File: src/rtl/sensor_acq_sequencer_pkg.sv
// Shared types and widths for the sensor acquisition sequencer.
// Holds the FSM state encoding, counter widths and sample-count helper.
package sensor_acq_sequencer_pkg;

  localparam int CNT_W  = 16;
  localparam int SAMP_W = 4;

  localparam logic [CNT_W-1:0] CNT_MAX = '1;

  typedef enum logic [1:0] {
    ST_IDLE  = 2'd0,
    ST_DELAY = 2'd1,
    ST_ISSUE = 2'd2,
    ST_WAIT  = 2'd3
  } acq_state_e;

  // A request for zero samples still takes one.
  function automatic logic [SAMP_W-1:0] eff_samples(
    input logic [SAMP_W-1:0] n
  );
    return (n == '0) ? SAMP_W'(1) : n;
  endfunction

endpackage

File: src/rtl/cycle_down_counter.sv
// Loadable down counter that stops at zero and flags it.
// Ports: clk, rst_n, load/load_val, dec, zero.
module cycle_down_counter
  import sensor_acq_sequencer_pkg::*;
#(
  parameter int W = CNT_W
) (
  input  logic         clk,
  input  logic         rst_n,
  input  logic         load,
  input  logic [W-1:0] load_val,
  input  logic         dec,
  output logic         zero
);

  logic [W-1:0] cnt;

  // Load wins over decrement; the count never wraps below zero.
  always_ff @(posedge clk or negedge rst_n) begin
    if (!rst_n) begin
      cnt <= '0;
    end else if (load) begin
      cnt <= load_val;
    end else if (dec && (cnt != '0)) begin
      cnt <= cnt - W'(1);
    end
  end

  assign zero = (cnt == '0);

endmodule

File: src/rtl/sensor_acq_sequencer.sv
// Sensor acquisition sequencer: trigger -> delay -> N x (acq_start, wait).
// Ports: clk, rst_n, enable, trigger, start_delay, timeout_cycles,
//   num_samples, sample_valid, clear_err -> acq_start, done, busy,
//   sample_count, acq_cycles, timeout_err, overrun_err.
module sensor_acq_sequencer
  import sensor_acq_sequencer_pkg::*;
(
  input  logic              clk,
  input  logic              rst_n,
  input  logic              enable,
  input  logic              trigger,
  input  logic [CNT_W-1:0]  start_delay,
  input  logic [CNT_W-1:0]  timeout_cycles,
  input  logic [SAMP_W-1:0] num_samples,
  input  logic              sample_valid,
  input  logic              clear_err,
  output logic              acq_start,
  output logic              done,
  output logic              busy,
  output logic [SAMP_W-1:0] sample_count,
  output logic [CNT_W-1:0]  acq_cycles,
  output logic              timeout_err,
  output logic              overrun_err
);

  acq_state_e state;

  logic              accept;
  logic              dly_load;
  logic              dly_dec;
  logic              dly_zero;
  logic [CNT_W-1:0]  dly_val;
  logic              to_load;
  logic              to_dec;
  logic              to_zero;
  logic [CNT_W-1:0]  to_val;
  logic              to_en;
  logic              timeout_hit;
  logic              sample_last;
  logic [SAMP_W-1:0] next_count;

  assign accept = (state == ST_IDLE) && trigger && enable;

  // Counters are loaded with N-1 so that the zero flag marks the last
  // cycle of the interval and the transition lands exactly on time.
  assign dly_load = accept;
  assign dly_val  = start_delay - CNT_W'(1);
  assign dly_dec  = (state == ST_DELAY);

  assign to_load = (state == ST_ISSUE);
  assign to_val  = timeout_cycles - CNT_W'(1);
  assign to_dec  = (state == ST_WAIT);

  assign next_count  = sample_count + SAMP_W'(1);
  assign sample_last = (next_count == eff_samples(num_samples));

  // A sample in the expiry cycle wins; an abort wins over both.
  assign timeout_hit = (state == ST_WAIT) && enable &&
                       !sample_valid && to_en && to_zero;

  cycle_down_counter #(
    .W (CNT_W)
  ) u_delay_cnt (
    .clk      (clk),
    .rst_n    (rst_n),
    .load     (dly_load),
    .load_val (dly_val),
    .dec      (dly_dec),
    .zero     (dly_zero)
  );

  cycle_down_counter #(
    .W (CNT_W)
  ) u_timeout_cnt (
    .clk      (clk),
    .rst_n    (rst_n),
    .load     (to_load),
    .load_val (to_val),
    .dec      (to_dec),
    .zero     (to_zero)
  );

  always_ff @(posedge clk or negedge rst_n) begin
    if (!rst_n) begin
      state        <= ST_IDLE;
      acq_start    <= 1'b0;
      done         <= 1'b1;
      busy         <= 1'b0;
      sample_count <= '0;
      acq_cycles   <= '0;
      timeout_err  <= 1'b0;
      overrun_err  <= 1'b0;
      to_en        <= 1'b0;
    end else begin
      acq_start <= 1'b0;

      if (trigger && (state != ST_IDLE)) begin
        overrun_err <= 1'b1;
      end else if (clear_err) begin
        overrun_err <= 1'b0;
      end

      if (timeout_hit) begin
        timeout_err <= 1'b1;
      end else if (clear_err) begin
        timeout_err <= 1'b0;
      end

      if ((state != ST_IDLE) && (acq_cycles != CNT_MAX)) begin
        acq_cycles <= acq_cycles + CNT_W'(1);
      end

      unique case (state)
        ST_IDLE: begin
          if (accept) begin
            sample_count <= '0;
            acq_cycles   <= '0;
            done         <= 1'b0;
            busy         <= 1'b1;
            if (start_delay == '0) begin
              state     <= ST_ISSUE;
              acq_start <= 1'b1;
            end else begin
              state <= ST_DELAY;
            end
          end
        end

        ST_DELAY: begin
          if (!enable) begin
            state <= ST_IDLE;
            done  <= 1'b1;
            busy  <= 1'b0;
          end else if (dly_zero) begin
            state     <= ST_ISSUE;
            acq_start <= 1'b1;
          end
        end

        ST_ISSUE: begin
          if (!enable) begin
            state <= ST_IDLE;
            done  <= 1'b1;
            busy  <= 1'b0;
          end else begin
            state <= ST_WAIT;
            to_en <= (timeout_cycles != '0);
          end
        end

        ST_WAIT: begin
          if (!enable) begin
            state <= ST_IDLE;
            done  <= 1'b1;
            busy  <= 1'b0;
          end else if (sample_valid) begin
            sample_count <= next_count;
            if (sample_last) begin
              state <= ST_IDLE;
              done  <= 1'b1;
              busy  <= 1'b0;
            end else begin
              state     <= ST_ISSUE;
              acq_start <= 1'b1;
            end
          end else if (timeout_hit) begin
            state <= ST_IDLE;
            done  <= 1'b1;
            busy  <= 1'b0;
          end
        end

        default: begin
          state <= ST_IDLE;
          done  <= 1'b1;
          busy  <= 1'b0;
        end
      endcase
    end
  end

endmodule

File: config.mk
export PLATFORM = sky130hd
export DESIGN_NAME = sensor_acq_sequencer
export DESIGN_NICKNAME = d
export VERILOG_FILES = /design/src/rtl/sensor_acq_sequencer_pkg.sv /design/src/rtl/cycle_down_counter.sv /design/src/rtl/sensor_acq_sequencer.sv
export SDC_FILE = /design/constraint.sdc
export NUM_CORES = 1
export LEC_CHECK = 0
export CORE_ASPECT_RATIO = 1.5
export CORE_UTILIZATION = 50
export DETAILED_ROUTE_END_ITERATION = 8
export PLACE_DENSITY_LB_ADDON = 0.05
export SYNTH_ARGS = -nofsm -noshare
export SYNTH_HDL_FRONTEND = slang
export SYNTH_SLANG_ARGS = --single-unit
File: constraint.sdc
create_clock -name clk -period 4.3 [get_ports clk]
set_input_delay 1.075 -clock clk [delete_from_list [all_inputs] [get_ports clk]]
set_output_delay 1.075 -clock clk [all_outputs]
set_load 0.1 [all_outputs]
==> metrics.csv <==
metric,value,unit
Pleak,2.01,nW
die height,113,um
Starting Density,0.516,
most numerous cell in the Yosys netlist,dfrtp_1,
setup TNS,0,ns
final worst path period share,0.777,
Worst Path Arrival,3.61,ns
IO Pins,67,
fmax,299,MHz
Hold Path Depth,2,
# rows,40,
max_slew headroom,0.350,
clk_lat worst skew,0.34,ns
# resized after CTS,0,
core area,8010,sq um
RSZ-0062 raised after global routing,false,
syn_nets,507,
Area contributors post-synth,"dfrtp_1 (36%), xor2_1 (8.1%), xnor2_1 (5.7%), nor2_1 (5.0%), mux2i_1 (3.6%)",
Area after DPL,4910,sq um
first-pass GRT wire length,16800,um
post-synthesis async set-or-reset flop share,1.00,
mapped cell area,4130,sq um
top_reg_cell synth,dfrtp_1,
clock period minus final worst setup slack,3.34,ns
final core occ,0.654,
R2R depth,12,
total grt overflow,0,
CTS root buf,clkbuf_16,
"CTS clk-pin slew, worst paths",0.05,ns
Clock Sinks,60,
CTS max path bufs,2,
CTS Buf Count,9,
Cell Pwr Density,650,nW/um^2
design area,5240,sq um
Total GRT Usage,0.246,
length of the first detailed-routing pass in iterations,4,
synth-to-layout area growth,26.7,%
r2r setup slk,1.28,ns
Worst Setup Start Kind,input port,
Critical Path RT,4.57,ns
WHS,0.475,ns
largest net degree at the start of global routing,39,
Hold Path Class,flop to flop,
ranking of synthesized cells by instance count,"dfrtp_1 (59), nor2_1 (55), nand2_1 (40)",
Post-Syn Instances,455,
Non-Filler Instances,634,
status,completed,
CTS Hold Buffers Added,0,
H-tree depth,3,
Least-Margin Pin Slew,0.972,ns
final hold vios,0,
vias in the first global route,3693,
net count reported at finish,576,
Antenna Diode Count,0,
Setup Skew,0.00538,ns
via count,3633,
Post-synth EDFFs,0,
DR vias/cell,5.73,
sequential-to-total area share from yosys stat,0.364,
"area leader, netlist",dfrtp_1,
total placed cells including tap cells,618,
post-CTS setup buffer count,0,
Routed Antenna Nets,0,
layout cells sized above 1,0.0907,
min-delay src,done$_DFFE_PN1P_,
die area,8640,sq um
worst hold path endpoint,done$_DFFE_PN1P_,
# port buffers,66,
HPWL Detailed,7350,um
worst-path fanout max,10,
CP Class,input port to flop,
CTS tree,done,
mean post-synth cell area,9.08,sq um
FILL cells,697,
GP Congestion,0.886,
Post-Route WL,9810,um
initial antenna violation count,0,
reg-to-reg startpoint,state[0]$_DFFE_PN0P_,
DRC,0,
Die Wd,76.2,um
terminus of the critical flop-to-flop path,u_delay_cnt.cnt[12]$_DFFE_PN0P_,
Final setup viols,0,
Crit. End Element,flop,
Yosys top cell area share,0.357,
Peak VDD IR,0.437,mV
average wire per standard cell,15.5,um
Synth cell types,67,
Iteration-0 DRC Markers,145,
"FF+latch count, synth",60,
Max Cap Viol,0,
max-slew violation count,0,
Ys Warns,0,
-- cell usage in the layout (no fill, tap or decap), types with 4 or more instances in the layout --
| cell type | n |
|---|---|
| o21ai_1 | 11 |
| xnor2_1 | 27 |
| a21oi_1 | 17 |
| nor3_1 | 17 |
| xor2_1 | 38 |
| dfrtp_1 | 59 |
| clkdlybuf4s50_1 | 65 |
| nand3_1 | 21 |
| or4_1 | 6 |
| nand2_1 | 40 |
| nand4_1 | 6 |
| nor4_1 | 16 |
| o21ai_0 | 12 |
| a22o_1 | 4 |
| inv_1 | 9 |
| nor2_1 | 55 |
| mux2i_1 | 15 |
| clkbuf_16 | 9 |
| ha_1 | 10 |
| and4_1 | 5 |
| buf_4 | 8 |
| or3_1 | 4 |
-- how the worst max path moves through the flow --
stage / startpoint / end / slack (ns) / cells past startpoint
finish: trigger / u_delay_cnt.cnt[12]$_DFFE_PN0P_ / 0.96 / 11
global route: trigger / u_delay_cnt.cnt[12]$_DFFE_PN0P_ / 0.77 / 11
CTS: trigger / u_delay_cnt.cnt[12]$_DFFE_PN0P_ / 0.94 / 11
detailed placement: enable / u_delay_cnt.cnt[12]$_DFFE_PN0P_ / 0.62 / 12
global placement: enable / u_delay_cnt.cnt[12]$_DFFE_PN0P_ / 0.66 / 12
floorplan: state[0]$_DFFE_PN0P_ / u_timeout_cnt.cnt[10]$_DFFE_PN0P_ / 0.42 / 14
-- sequential cells by signal, indices dropped and copies added, names as in the netlist --
name               cells
state                  2
u_delay_cnt.cnt       16
to_en                  1
sample_count           4
done                   1
acq_start              1
overrun_err            1
acq_cycles            16
busy                   1
timeout_err            1
u_timeout_cnt.cnt     16
-- critical path, stage by stage --
cell,delay (ns)
clkdlybuf4s50_1,0.57
nand3_1,0.19
buf_4,0.23
mux2i_1,0.15
ha_1,0.30
nand2_1,0.12
nor3_2,0.14
o31ai_2,0.12
or4_1,0.41
o211ai_1,0.10
o221a_2,0.20
-- report_power, final --
part	leakage, nW	switching [mW]	internal [mW]	total, mW
Clock	0.151	0.268	0.521	0.790
Sequential	0.741	0.277	0.791	1.07
Combinational	1.12	0.969	0.580	1.55
Total	2.01	1.51	1.89	3.41
-- per-stage QoR --
step,setup slack (ns),power (mW)
after global routing,0.767,3.61
final,0.959,3.41
after floorplan,0.421,2.21
after detailed placement,0.623,2.62
after CTS,0.936,3.42
after global placement,0.661,2.59
-- kinds of logic (layout without fill, tap and decap cells) --
family / count (synthesis) / count (layout) / share of synthesized area
compound gates: 75 / 75 / 0.134
xor+xnor: 65 / 65 / 0.138
fa+ha+maj: 10 / 10 / 0.0303
buf+inv: 25 / 99 / 0.0248
flops: 60 / 60 / 0.364
mux: 20 / 20 / 0.0509
simple gates: 200 / 200 / 0.258
-- cell type report --
type / count / area, sq um / share of cell area
clock buffers: 10 / 239 / 0.0457
inverters: 9 / 33.8 / 0.00645
multi-input cells: 370 / 2520 / 0.482
clock inverters: 6 / 87.6 / 0.0167
repair buffers: 74 / 716 / 0.137
flip-flops and latches: 60 / 1500 / 0.287
well taps: 105 / 131 / 0.0251
-- metal layers --
layer / track usage / up-vias / wire (um)
li1: - / 1776 / -
met1: 0.259 / 1756 / 3870
met2: 0.461 / 80 / 5350
met3: 0.0524 / 21 / 340
met4: 0.119 / 0 / 255
met5: 0 / - / 0
Note: power is estimated with default switching activity, not from simulation.
